===== src/rtl/fetch_pkg.sv =====
// fetch_pkg: shared types and constants for the instruction fetch controller.
package fetch_pkg;
  typedef enum logic [1:0] {BOOT, ISSUE, WAIT, DROP} fetch_state_t;
  localparam int unsigned INSTR_BYTES = 4;
  localparam logic [31:0] RESET_PC_DEFAULT = 32'h0000_0000;
  function automatic logic [31:0] align_pc(input logic [31:0] pc);
    return {pc[31:2], 2'b00};
  endfunction
endpackage


===== src/rtl/fetch_ctrl_if.sv =====
// fetch_ctrl_if: PC register, instruction memory, decode and flush signals of the fetch stage.
interface fetch_ctrl_if;
  logic [31:0] pc_cur;
  logic [31:0] pc_next;
  logic        imem_req;
  logic [31:0] imem_addr;
  logic        imem_ack;
  logic [31:0] imem_rdata;
  logic        instr_valid;
  logic [31:0] instr;
  logic [31:0] instr_pc;
  logic        instr_ready;
  logic        redirect_valid;
  logic [31:0] redirect_pc;
  logic        trap_valid;
  logic [31:0] trap_pc;
  modport master (
    input  pc_cur, imem_ack, imem_rdata, instr_ready, redirect_valid, redirect_pc, trap_valid, trap_pc,
    output pc_next, imem_req, imem_addr, instr_valid, instr, instr_pc
  );
  modport slave (
    output pc_cur, imem_ack, imem_rdata, instr_ready, redirect_valid, redirect_pc, trap_valid, trap_pc,
    input  pc_next, imem_req, imem_addr, instr_valid, instr, instr_pc
  );
endinterface


===== src/rtl/fetch_ctrl_instr_buf.sv =====
// instr_buf: single-entry valid/ready instruction holding register with flush.
module instr_buf (
  input  logic        clk,
  input  logic        rst,
  input  logic        fill_i,
  input  logic        flush_i,
  input  logic        ready_i,
  input  logic [31:0] data_i,
  input  logic [31:0] pc_i,
  output logic        valid_o,
  output logic [31:0] data_o,
  output logic [31:0] pc_o
);
  logic        valid_q, valid_d;
  logic [31:0] data_q, data_d, pc_q, pc_d;
  // a refill in the same cycle as an accept keeps the entry valid
  always_comb begin
    valid_d = flush_i ? 1'b0 : fill_i ? 1'b1 : (valid_q & ready_i) ? 1'b0 : valid_q;
    data_d  = fill_i ? data_i : data_q;
    pc_d    = fill_i ? pc_i : pc_q;
  end
  always_ff @(posedge clk) begin
    if (!rst) begin
      valid_q <= 1'b0;
      data_q  <= '0;
      pc_q    <= '0;
    end else begin
      valid_q <= valid_d;
      data_q  <= data_d;
      pc_q    <= pc_d;
    end
  end
  assign valid_o = valid_q;
  assign data_o  = data_q;
  assign pc_o    = pc_q;
endmodule


===== src/rtl/fetch_ctrl.sv =====
// fetch_ctrl: next-PC selection and one-outstanding req/ack instruction fetch sequencing.
module fetch_ctrl
  import fetch_pkg::*;
#(
  parameter logic [31:0] RESET_PC = RESET_PC_DEFAULT
) (
  input logic          clk,
  input logic          rst,
  fetch_ctrl_if.master bus
);
  fetch_state_t state_q, state_d;
  logic [31:0]  req_addr_q, req_addr_d, target;
  logic         flush, fill;
  assign flush  = bus.trap_valid | bus.redirect_valid;
  assign target = align_pc(bus.trap_valid ? bus.trap_pc : bus.redirect_pc);
  always_comb begin
    state_d       = state_q;
    req_addr_d    = req_addr_q;
    bus.pc_next   = bus.pc_cur;
    bus.imem_req  = 1'b0;
    bus.imem_addr = req_addr_q;
    fill          = 1'b0;
    case (state_q)
      BOOT: state_d = ISSUE;
      ISSUE: begin
        if (!flush && (!bus.instr_valid || bus.instr_ready)) begin
          bus.imem_req  = 1'b1;
          bus.imem_addr = bus.pc_cur;
          req_addr_d    = bus.pc_cur;
          fill          = bus.imem_ack;
          state_d       = bus.imem_ack ? ISSUE : WAIT;
        end
      end
      WAIT: begin
        bus.imem_req = 1'b1;
        fill         = bus.imem_ack & ~flush;
        state_d      = bus.imem_ack ? ISSUE : flush ? DROP : WAIT;
      end
      DROP: begin
        bus.imem_req = 1'b1;
        state_d      = bus.imem_ack ? ISSUE : DROP;
      end
      default: state_d = BOOT;
    endcase
    // priority: reset over flush over a completed fetch over hold
    if (fill) bus.pc_next = bus.imem_addr + 32'(INSTR_BYTES);
    if (flush) bus.pc_next = target;
    if (!rst) bus.pc_next = RESET_PC;
  end
  always_ff @(posedge clk) begin
    if (!rst) begin
      state_q    <= BOOT;
      req_addr_q <= RESET_PC;
    end else begin
      state_q    <= state_d;
      req_addr_q <= req_addr_d;
    end
  end
  instr_buf u_buf (
    .clk     (clk),
    .rst     (rst),
    .fill_i  (fill),
    .flush_i (flush),
    .ready_i (bus.instr_ready),
    .data_i  (bus.imem_rdata),
    .pc_i    (bus.imem_addr),
    .valid_o (bus.instr_valid),
    .data_o  (bus.instr),
    .pc_o    (bus.instr_pc)
  );
endmodule

===== src/flat_wrapper.sv =====
// flat-port wrapper written by rule: the top's interface ports become plain ports
module fetch_ctrl_flat import fetch_pkg::*;
#(
  parameter logic [31:0] RESET_PC = RESET_PC_DEFAULT
)
  (clk, rst, bus_pc_cur, bus_imem_ack, bus_imem_rdata, bus_instr_ready, bus_redirect_valid, bus_redirect_pc, bus_trap_valid, bus_trap_pc, bus_pc_next, bus_imem_req, bus_imem_addr, bus_instr_valid, bus_instr, bus_instr_pc);
  fetch_ctrl_if bus_i ();
  input logic clk;
  input logic rst;
  input wire logic [$bits(bus_i.pc_cur)-1:0] bus_pc_cur;
  input wire logic [$bits(bus_i.imem_ack)-1:0] bus_imem_ack;
  input wire logic [$bits(bus_i.imem_rdata)-1:0] bus_imem_rdata;
  input wire logic [$bits(bus_i.instr_ready)-1:0] bus_instr_ready;
  input wire logic [$bits(bus_i.redirect_valid)-1:0] bus_redirect_valid;
  input wire logic [$bits(bus_i.redirect_pc)-1:0] bus_redirect_pc;
  input wire logic [$bits(bus_i.trap_valid)-1:0] bus_trap_valid;
  input wire logic [$bits(bus_i.trap_pc)-1:0] bus_trap_pc;
  output wire logic [$bits(bus_i.pc_next)-1:0] bus_pc_next;
  output wire logic [$bits(bus_i.imem_req)-1:0] bus_imem_req;
  output wire logic [$bits(bus_i.imem_addr)-1:0] bus_imem_addr;
  output wire logic [$bits(bus_i.instr_valid)-1:0] bus_instr_valid;
  output wire logic [$bits(bus_i.instr)-1:0] bus_instr;
  output wire logic [$bits(bus_i.instr_pc)-1:0] bus_instr_pc;
  assign bus_i.pc_cur = bus_pc_cur;
  assign bus_i.imem_ack = bus_imem_ack;
  assign bus_i.imem_rdata = bus_imem_rdata;
  assign bus_i.instr_ready = bus_instr_ready;
  assign bus_i.redirect_valid = bus_redirect_valid;
  assign bus_i.redirect_pc = bus_redirect_pc;
  assign bus_i.trap_valid = bus_trap_valid;
  assign bus_i.trap_pc = bus_trap_pc;
  assign bus_pc_next = bus_i.pc_next;
  assign bus_imem_req = bus_i.imem_req;
  assign bus_imem_addr = bus_i.imem_addr;
  assign bus_instr_valid = bus_i.instr_valid;
  assign bus_instr = bus_i.instr;
  assign bus_instr_pc = bus_i.instr_pc;
  fetch_ctrl #(.RESET_PC(RESET_PC)) u_core (.clk(clk), .rst(rst), .bus(bus_i));
endmodule

===== config.mk =====
export PLATFORM = sky130hd
export DESIGN_NAME = fetch_ctrl_flat
export DESIGN_NICKNAME = d
export VERILOG_FILES = /design/src/rtl/fetch_pkg.sv /design/src/rtl/fetch_ctrl_if.sv /design/src/rtl/fetch_ctrl_instr_buf.sv /design/src/rtl/fetch_ctrl.sv /design/src/flat_wrapper.sv
export SDC_FILE = /design/constraint.sdc
export NUM_CORES = 1
export LEC_CHECK = 0
export CAP_MARGIN = 20
export CORE_MARGIN = 4
export CORE_UTILIZATION = 39
export DETAILED_ROUTE_END_ITERATION = 6
export GPL_TIMING_DRIVEN = 0
export PLACE_DENSITY = 0.78
export SYNTH_ARGS = -nofsm -noshare
export SYNTH_HDL_FRONTEND = slang
export SYNTH_HIERARCHICAL = 1
export SYNTH_SLANG_ARGS = --single-unit

===== constraint.sdc =====
create_clock -name clk -period 3.7 [get_ports clk]
set_input_delay 0.555 -clock clk [delete_from_list [all_inputs] [get_ports clk]]
set_output_delay 0.555 -clock clk [all_outputs]
set_load 0.02 [all_outputs]

==> impl_metrics.env <==
export IMPL_worstMarginPinSlew_ps=758
export IMPL_path_delay_family="buffers and inverters"
export IMPL_synth_nets=822
export IMPL_leakage_nw=3.43
export IMPL_routed_via_count=6404
export IMPL_outcome="completed"
export IMPL_htree_levels=3
export IMPL_die_w_um=132
export IMPL_grtUsageTotal_pct=26.2
export IMPL_synthCells=683
export IMPL_async_reset_ff_share_pct=0
export IMPL_synth_edf_count=0
export IMPL_root_buffer="clkbuf_16"
export IMPL_grt_max_degree=21
export IMPL_ys_seq_area_share_pct=33.2
export IMPL_cts_reportedPaths_clkPinSlew_ps=70
export IMPL_total_power_mw=3.33
export IMPL_ys_flop_type="dfxtp_1"
export IMPL_layout_nets=1103
export IMPL_hold_buffers=0
export IMPL_dp_hpwl_um=17700
export IMPL_rsz0062_at_grt="false"
export IMPL_drv_slew=0
export IMPL_critPathMostFrequentCell="clkbuf_1"
export IMPL_post_drt_wl_per_cell_um=20.5
export IMPL_drt_total_wl_um=23700
export IMPL_p_seq_share_pct=34.9
export IMPL_ys_top_cells_by_area="dfxtp_1 (33%), mux2i_1 (16%), nor2b_1 (9.4%), o221ai_1 (3.2%), mux2_2 (2.8%)"
export IMPL_syn_cell_area_um2=5960
export IMPL_synth_top_cell_area_share_pct=33.2
export IMPL_fp_dieArea_um2=17300
export IMPL_layoutNonFillerInstCount=1154
export IMPL_finalHoldViolCount=0
export IMPL_switching_power_mw=1.17
export IMPL_p_int_mw=2.15
export IMPL_synth_largest_area_cell="dfxtp_1"
export IMPL_ys_types=54
export IMPL_die_height_um=132
export IMPL_synth_most_common_cell="dfxtp_1"
export IMPL_crit_required_ps=3140
export IMPL_dr_pass1_iters=5
export IMPL_fp_row_count=44
export IMPL_post_route_period_util_pct=99.6
export IMPL_synth_common_cells="dfxtp_1 (99), mux2i_1 (97), nor2b_1 (90)"
export IMPL_clock_latency_ps=360
export IMPL_power_density_nw_per_um2=355
export IMPL_cts_buffer_depth=2
export IMPL_synth_seq_cells=99
export IMPL_max_slew_margin_pct=49.4
export IMPL_place_gp_congestion=0.959
export IMPL_first_iter_violations=660
export IMPL_setup_tns_ps=0
export IMPL_drc=0
export IMPL_grt_pass1_vias=6333
export IMPL_crit_path_end_kind="output pin"
export IMPL_setup_viol=0
export IMPL_final_area_um2=9380
export IMPL_min_period_ps=3690
export IMPL_worst_setup_path_start_kind="primary input"
export IMPL_crit_chain="dlygate4sd2_1, clkbuf_1, nand2b_1, clkbuf_1, o221ai_1, a21oi_1, clkdlybuf4s50_1"
export IMPL_start_util_pct=40.4
export IMPL_synth_warnings=6
export IMPL_p_clk_share_pct=29.0
export IMPL_antenna_found_initial=2
export IMPL_path_class="in2out"
export IMPL_drive_above_1_share_pct=12.3
export IMPL_peakVddDrop_mv=0.256
export IMPL_synth_avg_cell_area_um2=8.73
export IMPL_crit_arrival_ps=3130
export IMPL_fmax_mhz=271
export IMPL_hp_class="reg2reg"
export IMPL_crit_buf_inv=4
export IMPL_ant_nets=0
export IMPL_switching_share_pct=35.3
export IMPL_cts_sinks=99
export IMPL_numCtsBuffers=9
export IMPL_maxCapViolations=0
export IMPL_cts_tree="yes"
export IMPL_core_um2=14800
export IMPL_worstPathMaxFanout=10
export IMPL_ios=264
export IMPL_area_growth_synth_to_final_pct=57.2
export IMPL_fin_worst_skew_ps=9.63
export IMPL_placed_area_um2=8810
export IMPL_dpl_cell_count=1126
export IMPL_globalRoute_totalOverflow=0
export IMPL_grt_pass1_wl_um=36300
export IMPL_p_comb_share_pct=36.2
export IMPL_dp_slack_ps=-1580
export IMPL_io_buffers=259
export IMPL_cpMaxStageDelayCell="clkdlybuf4s50_1"
export IMPL_cpPeakStageDelay_ps=650
export IMPL_via_per_inst=5.55
export IMPL_setup_slack_ps=13.9
-- flip-flops by register name, summed over array words and instances (netlist names) --
name / flops
u_core/req_addr_q: 32
u_core/state_q: 2
u_core/u_buf/data_o: 32
u_core/u_buf/pc_o: 32
u_core/u_buf/valid_o: 1
-- worst min-delay path, delay by kind of cell (launching register included) --
| kind | cells | cell delay [ps] |
|---|---|---|
| simple gates | 1 | 90 |
| flops | 1 | 330 |
| mux | 1 | 60 |
-- final timing paths --
kind / from / to / slack [ps] / cells after the start
worst min-delay path: u_core/u_buf/pc_o[19] / u_core/u_buf/pc_o[19] / 520 / 2
worst max register to register: u_core/state_q[0] / u_core/u_buf/pc_o[15] / 820 / 10
worst max-delay path: bus_redirect_valid / bus_pc_next[9] / 10 / 7
worst min register to register: u_core/u_buf/pc_o[19] / u_core/u_buf/pc_o[19] / 520 / 2
-- logic make-up after synthesis --
logic type | after synthesis | synth area share (%)
simple gates | 269 | 25.1
flops | 99 | 33.2
xor+xnor | 16 | 2.35
mux | 112 | 19.1
buf+inv | 74 | 6.61
fa+ha+maj | 5 | 1.05
compound gates | 108 | 12.6
-- routing by layer --
metal  GRT usage (%)  wire length (um)  vias to the layer above
li1                -                 -                     2998
met1            33.1              9460                     2943
met2            41.1             10700                      384
met3            9.33              2650                       77
met4            9.92               923                        2
met5               0                13                        -
-- cell type report --
type,count,area [um2]
diodes,1,2.50
plain buffers,43,354
clock buffers,9,225
clock inverters,7,77.6
fillers,1299,5380
inverters,28,108
multi-input cells,510,3740
flip-flops and latches,99,1980
well taps,184,230
repair buffers,273,2650
-- power by group through the flow --
stage               clock, mW  sequential [mW]  combinational [mW]
detailed placement          0             1.18                1.14
global route             1.03             1.17                1.27
CTS                     0.986             1.16                1.18
finish                  0.964             1.16                1.20
floorplan                   0             1.20               0.595
global placement            0             1.18                1.13
-- placed cells by master, fill, tap and decap left out, types with 7 or more instances in the layout --
| cell | instances |
|---|---|
| nand2_1 | 40 |
| nand2b_1 | 7 |
| clkbuf_1 | 16 |
| a21oi_1 | 27 |
| dfxtp_1 | 97 |
| nor2_1 | 35 |
| clkbuf_2 | 10 |
| buf_4 | 20 |
| o221ai_1 | 20 |
| nand3_1 | 12 |
| o21ai_0 | 14 |
| mux2i_1 | 93 |
| nand4_1 | 22 |
| and2_1 | 17 |
| mux2_2 | 14 |
| nor4_1 | 8 |
| clkdlybuf4s50_1 | 232 |
| xnor2_1 | 14 |
| a31oi_1 | 8 |
| nor2b_1 | 89 |
| a211oi_1 | 8 |
| dlygate4sd2_1 | 15 |
| clkbuf_16 | 10 |
| inv_1 | 22 |
| nor3_1 | 10 |
-- metrics by stage --
stage                     hold WS [ps]  utilization (%)
after floorplan                    499                -
after global placement             495             59.7
after detailed placement           505             59.7
after CTS                          522             63.2
after global routing               539             63.6
final                              517             63.6
-- repair_timing --
action	CTS	global route
setup buffers	12	2
endpoints found under the setup margin	60	26
gates resized for setup	98	22
pin swaps	5	6
Power figures use the tool's default switching activity.
